File: src/rtl/hwag_sync_ctrl.sv
// Tooth-wheel sync controller: times tooth periods, finds the missing-tooth gap, tracks tooth index.
// All outputs registered, one cycle after the edge pulse; no backpressure, every edge is processed.
module hwag_sync_ctrl #(
    parameter int WIDTH   = 24,
    parameter int TEETH   = 60,
    parameter int MISSING = 2
) (
    input  logic             clk_i,
    input  logic             rst_n_i,
    input  logic             ena_i,
    input  logic             edge_i,
    output logic             sync_o,
    output logic [7:0]       tooth_num_o,
    output logic             tooth_strobe_o,
    output logic             gap_strobe_o,
    output logic             sync_err_o,
    output logic             stall_o,
    output logic [WIDTH-1:0] period_o
);

    localparam logic [WIDTH-1:0] CNT_MAX    = '1;
    localparam logic [WIDTH-1:0] CNT_PRESAT = CNT_MAX - WIDTH'(1);
    localparam logic [7:0]       LAST_TOOTH = 8'(TEETH - MISSING - 1);

    typedef enum logic [1:0] {IDLE, PRIME, SEARCH, SYNC} state_t;

    state_t           state_q, state_d;
    logic [WIDTH-1:0] cnt_q, cnt_d;
    logic [WIDTH-1:0] p0_q, p0_d, p1_q, p1_d;
    logic [WIDTH-1:0] period_q, period_d;
    logic [1:0]       vcnt_q, vcnt_d;
    logic [7:0]       tooth_q, tooth_d;
    logic             tstb_q, tstb_d, gstb_q, gstb_d, err_q, err_d, stall_q, stall_d;

    // Doubling in WIDTH+1 bits keeps the gap test free of wrap-around.
    logic [WIDTH:0] t_ext, p0_x2, p1_x2;
    logic           gap;

    assign t_ext = {1'b0, cnt_q};
    assign p0_x2 = {p0_q, 1'b0};
    assign p1_x2 = {p1_q, 1'b0};
    assign gap   = (t_ext > p0_x2) && (t_ext > p1_x2);

    always_comb begin
        state_d  = state_q;
        cnt_d    = cnt_q;
        p0_d     = p0_q;
        p1_d     = p1_q;
        period_d = period_q;
        vcnt_d   = vcnt_q;
        tooth_d  = tooth_q;
        stall_d  = stall_q;
        tstb_d   = 1'b0;
        gstb_d   = 1'b0;
        err_d    = 1'b0;

        if (!ena_i) begin
            state_d = IDLE;
            cnt_d   = '0;
            p0_d    = '0;
            p1_d    = '0;
            vcnt_d  = '0;
            tooth_d = '0;
            stall_d = 1'b0;
            err_d   = (state_q == SYNC);
        end else if (edge_i) begin
            cnt_d   = WIDTH'(1);
            stall_d = 1'b0;
            if (state_q != IDLE) begin
                p1_d = p0_q;
                p0_d = cnt_q;
            end
            case (state_q)
                IDLE: begin
                    state_d = PRIME;
                    vcnt_d  = '0;
                end
                PRIME: begin
                    // History is full once vcnt hits 2; the following edge enters SEARCH.
                    if (vcnt_q == 2'd2) state_d = SEARCH;
                    else                vcnt_d  = vcnt_q + 2'd1;
                end
                SEARCH: begin
                    if (gap) begin
                        state_d = SYNC;
                        tooth_d = '0;
                        gstb_d  = 1'b1;
                    end else begin
                        period_d = cnt_q;
                    end
                end
                SYNC: begin
                    if (!gap) period_d = cnt_q;
                    if (tooth_q == LAST_TOOTH) begin
                        if (gap) begin
                            tooth_d = '0;
                            tstb_d  = 1'b1;
                            gstb_d  = 1'b1;
                        end else begin
                            err_d   = 1'b1;
                            state_d = SEARCH;
                            tooth_d = '0;
                        end
                    end else if (!gap) begin
                        tooth_d = tooth_q + 8'd1;
                        tstb_d  = 1'b1;
                    end else begin
                        err_d   = 1'b1;
                        state_d = SEARCH;
                        tooth_d = '0;
                    end
                end
                default: state_d = IDLE;
            endcase
        end else begin
            if (cnt_q != CNT_MAX) cnt_d = cnt_q + WIDTH'(1);
            if (cnt_q == CNT_PRESAT) begin
                stall_d = 1'b1;
                state_d = IDLE;
                tooth_d = '0;
                err_d   = (state_q == SYNC);
            end
        end
    end

    always_ff @(posedge clk_i or negedge rst_n_i) begin
        if (!rst_n_i) begin
            state_q  <= IDLE;
            cnt_q    <= '0;
            p0_q     <= '0;
            p1_q     <= '0;
            period_q <= '0;
            vcnt_q   <= '0;
            tooth_q  <= '0;
            tstb_q   <= 1'b0;
            gstb_q   <= 1'b0;
            err_q    <= 1'b0;
            stall_q  <= 1'b0;
        end else begin
            state_q  <= state_d;
            cnt_q    <= cnt_d;
            p0_q     <= p0_d;
            p1_q     <= p1_d;
            period_q <= period_d;
            vcnt_q   <= vcnt_d;
            tooth_q  <= tooth_d;
            tstb_q   <= tstb_d;
            gstb_q   <= gstb_d;
            err_q    <= err_d;
            stall_q  <= stall_d;
        end
    end

    assign sync_o         = (state_q == SYNC);
    assign tooth_num_o    = tooth_q;
    assign tooth_strobe_o = tstb_q;
    assign gap_strobe_o   = gstb_q;
    assign sync_err_o     = err_q;
    assign stall_o        = stall_q;
    assign period_o       = period_q;

endmodule

File: config.mk
export PLATFORM = sky130hd
export DESIGN_NAME = hwag_sync_ctrl
export DESIGN_NICKNAME = d
export VERILOG_FILES = /design/src/rtl/hwag_sync_ctrl.sv
export SDC_FILE = /design/constraint.sdc
export NUM_CORES = 1
export LEC_CHECK = 0
export CELL_PAD_IN_SITES_DETAIL_PLACEMENT = 0
export CELL_PAD_IN_SITES_GLOBAL_PLACEMENT = 1
export CORE_MARGIN = 3
export CORE_UTILIZATION = 47
export DETAILED_ROUTE_END_ITERATION = 10
export PLACE_DENSITY_LB_ADDON = 0.1
export SLEW_MARGIN = 20
export SYNTH_ARGS = -nofsm -noshare
export SYNTH_HDL_FRONTEND = slang
export SYNTH_SLANG_ARGS = --single-unit
export TNS_END_PERCENT = 30
File: constraint.sdc
create_clock -name clk_i -period 3.4 [get_ports clk_i]
set_clock_uncertainty 0.1 [all_clocks]
set_input_delay 1.02 -clock clk_i [delete_from_list [all_inputs] [get_ports clk_i]]
set_output_delay 1.02 -clock clk_i [all_outputs]
set_load 0.01 [all_outputs]
==> run metrics, run 1 <==
status complete, no violations; Mapped Area 5940 µm²; I/O Pins 41; crit-path max FO 13; setup TNS 0 ps; vias in the first global route 4241; H-Tree Depth 3; TritonCTS buffer count 9; final worst slack 228 ps; Detailed Routing Iterations Pass 1 4; Port Buffers 40; PwrDens 381 nW/µm²; CTS tree built; DP Worst Slack 191 ps; clock sink count 112; unique cell type count in the Yosys netlist 56; Placeable Area 12200 µm²; Worst EP arrival 3310 ps; Vias 4295; critical path required time 3540 ps; Via density 5.60; worst-skew pair later-pin latency 350 ps; register area share after synthesis 47.2%; CTS root buf clkbuf_16; RSZ-0062 raised after global routing no; cts-stage hold buffer count 0; CTS resizes 0; worst rel slew slack 59.5%; Setup violations, final 0; Crit Path Category reg -> reg; share of layout cells above drive strength 1 10.7%; Nets 651; Max-Cap Viols 0; Max stage delay on crit path 520 ps; crit path cell chain ha_1 > and4_1 > nand4_1 > nor3_2 > o31a_1 > o31ai_1 > or2_1 > nand3_4 > buf_12 > mux2_2; worst hold start p1_q[10]$_DFFE_PN0P_; Worst Tran Pin Value 608 ps; launch point of the worst reg-to-reg path cnt_q[17]$_DFFE_PN0P_; total grt overflow 0; worst hold-check path type reg -> reg; overall routing resource usage 19.0%; P_leak 3.26 nW; Starting Density 48.8%; Avg Cell Area, Syn 10.9 µm²; row count 40; Critical Path Start Type flop; Yosys warnings 0; CP max stage cell dfrtp_1; Max Freq 315 MHz; Setup Fix Bufs, Post-CTS 0; First DRT Iteration DRCs 271; post-route ant nets 0; Die Span Y 118 µm; Clock Pin Slew Worst Setup and Hold Paths 70 ps; post-layout minimum cycle time 3170 ps; CTS Buffer Depth 2; largest net degree at the start of global routing 113; P&R area growth vs syn 16.9%; die width 118 µm; dpl hpwl 8780 µm; routability congestion estimate 0.780; DRC Markers 0; synthesized flop and latch total 112; fin. max-slew vios 0; Hold Fails Final Rpt 0; first-pass GRT wire length 21900 µm; fin crit share 93.3%; full die area 14000 µm²; IR drop worst, VDD 0.367 mV; Mapped Nets 602; crit path launch cnt_q[17]$_DFFE_PN0P_; Worst setup EP type flop; initial antenna violation count 0; final wirelength 12800 µm; Mapped Cells 546; Inserted Diodes 0; routed len/inst 16.7 µm
## path summary, 6_finish.rpt
path | end | slack, ps | cells past startpoint
max | period_o[1]$_DFFE_PN0P_ | 230 | 10
min | p1_q[10]$_DFFE_PN0P_ | 400 | 1
max reg2reg | period_o[1]$_DFFE_PN0P_ | 230 | 10
min reg2reg | p1_q[10]$_DFFE_PN0P_ | 400 | 1
max in group asynchronous | tooth_num_o[3]$_DFFE_PN0P_ | 2100 | 2
min in group asynchronous | tooth_num_o[7]$_DFFE_PN0P_ | 620 | 2
## power breakdown
| group | switching (mW) | leakage, nW | internal [mW] |
|---|---|---|---|
| Sequential | 0.0252 | 1.56 | 1.35 |
| Clock | 0.459 | 0.139 | 0.587 |
| Combinational | 0.152 | 1.56 | 0.0744 |
| Total | 0.637 | 3.26 | 2.01 |
## registers in the layout, indices dropped and copies added, names as in the netlist
| name | cells |
|---|---|
| cnt_q | 24 |
| gap_strobe_o | 1 |
| p0_q | 24 |
| p1_q | 24 |
| period_o | 24 |
| stall_o | 1 |
| state_q | 2 |
| sync_err_o | 1 |
| tooth_num_o | 8 |
| tooth_strobe_o | 1 |
| vcnt_q | 2 |
## synthesized netlist by cell type (all sizes together)
master / count / share of area [%]
a2111oi: 1 / 0.15
a211o: 3 / 0.44
a211oi: 5 / 0.63
a21o: 7 / 0.89
a21oi: 18 / 1.6
a22o: 48 / 7.1
a22oi: 2 / 0.25
a31o: 1 / 0.30
a31oi: 6 / 0.63
a32oi: 1 / 0.15
a41o: 1 / 0.17
and2: 4 / 0.42
and3: 9 / 0.95
and4: 3 / 0.48
and4b: 2 / 0.34
buf: 9 / 0.95
clkbuf: 10 / 0.63
dfrtp: 112 / 47
ha: 52 / 11
inv: 51 / 3.2
mux2: 24 / 5.8
nand2: 28 / 1.8
nand2b: 2 / 0.21
nand3: 19 / 1.8
nand4: 14 / 1.5
nand4b: 1 / 0.15
nor2: 39 / 2.5
nor2b: 7 / 0.74
nor3: 7 / 0.59
nor3b: 3 / 0.38
nor4: 2 / 0.46
o211a: 1 / 0.17
o211ai: 1 / 0.13
o21a: 1 / 0.13
o21ai: 17 / 1.4
o21ba: 1 / 0.17
o22ai: 2 / 0.21
o311ai: 1 / 0.15
o31a: 2 / 0.30
o31ai: 2 / 0.25
or2: 2 / 0.21
or3: 3 / 0.32
or4: 1 / 0.13
xnor2: 8 / 1.2
xor2: 13 / 1.9
## cell type report
class / count / area, µm²
repair buffers: 57 / 588
flip-flops and latches: 112 / 2800
fillers: 1068 / 5220
multi-input cells: 364 / 2860
clock inverters: 3 / 42.5
well taps: 168 / 210
clock buffers: 12 / 246
inverters: 51 / 191
## metal layers
layer	track usage, %	routed length [µm]	up-vias
li1	-	-	2053
met1	26.7	6400	2173
met2	30.0	5870	64
met3	4.78	463	5
met4	3.84	84	0
met5	0	0	-
## through the flow
step | power, mW | utilization [%] | cell area (µm²) | hold WS [ps] | instances
global route | 2.76 | 57.1 | 6940 | 419 | 767
CTS | 2.68 | 57.0 | 6940 | 405 | 767
detailed placement | 1.63 | 54.7 | 6650 | 382 | 752
finish | 2.64 | 57.1 | 6940 | 400 | 767
floorplan | 1.53 | - | 5940 | 366 | 546
global placement | 1.62 | 54.7 | 6650 | 385 | 752
## cells by family after synthesis
kind of cell	count (synthesis)	share of synthesized area, %
fa+ha+maj	52	11.0
compound gates	121	15.2
xor+xnor	21	3.10
buf+inv	70	4.81
simple gates	146	12.9
mux	24	5.82
flops	112	47.2
## cells in the final DEF (no fill, tap or decap), types with 13 or more instances in the layout
cell             instances
a21oi_1                 17
mux2_4                  20
a22o_1                  48
inv_1                   51
dfrtp_1                112
nand3_1                 18
xor2_1                  13
nand2_1                 28
nand4_1                 14
clkdlybuf4s50_1         39
nor2_1                  38
ha_1                    52
o21ai_0                 16
buf_4                   13
## critical path, delay by kind of cell, from the launching register on
family | cells | cell delay [ps]
adders and majority gates | 1 | 370
buffers and inverters | 1 | 170
DFF | 1 | 520
AOI/OAI and AO/OA | 2 | 350
muxes | 1 | 340
and+or+nand+nor | 5 | 1190
No activity file was read; power rests on OpenSTA's default activity.
==> run 2: changes to the inputs <==
--- a/config.mk
+++ b/config.mk
@@ -15,4 +15,3 @@
 export SYNTH_ARGS = -nofsm -noshare
 export SYNTH_HDL_FRONTEND = slang
 export SYNTH_SLANG_ARGS = --single-unit
-export TNS_END_PERCENT = 30
==> results of run 2 <==
No change in the layout: final DEF, timing and power equal those of run 1.
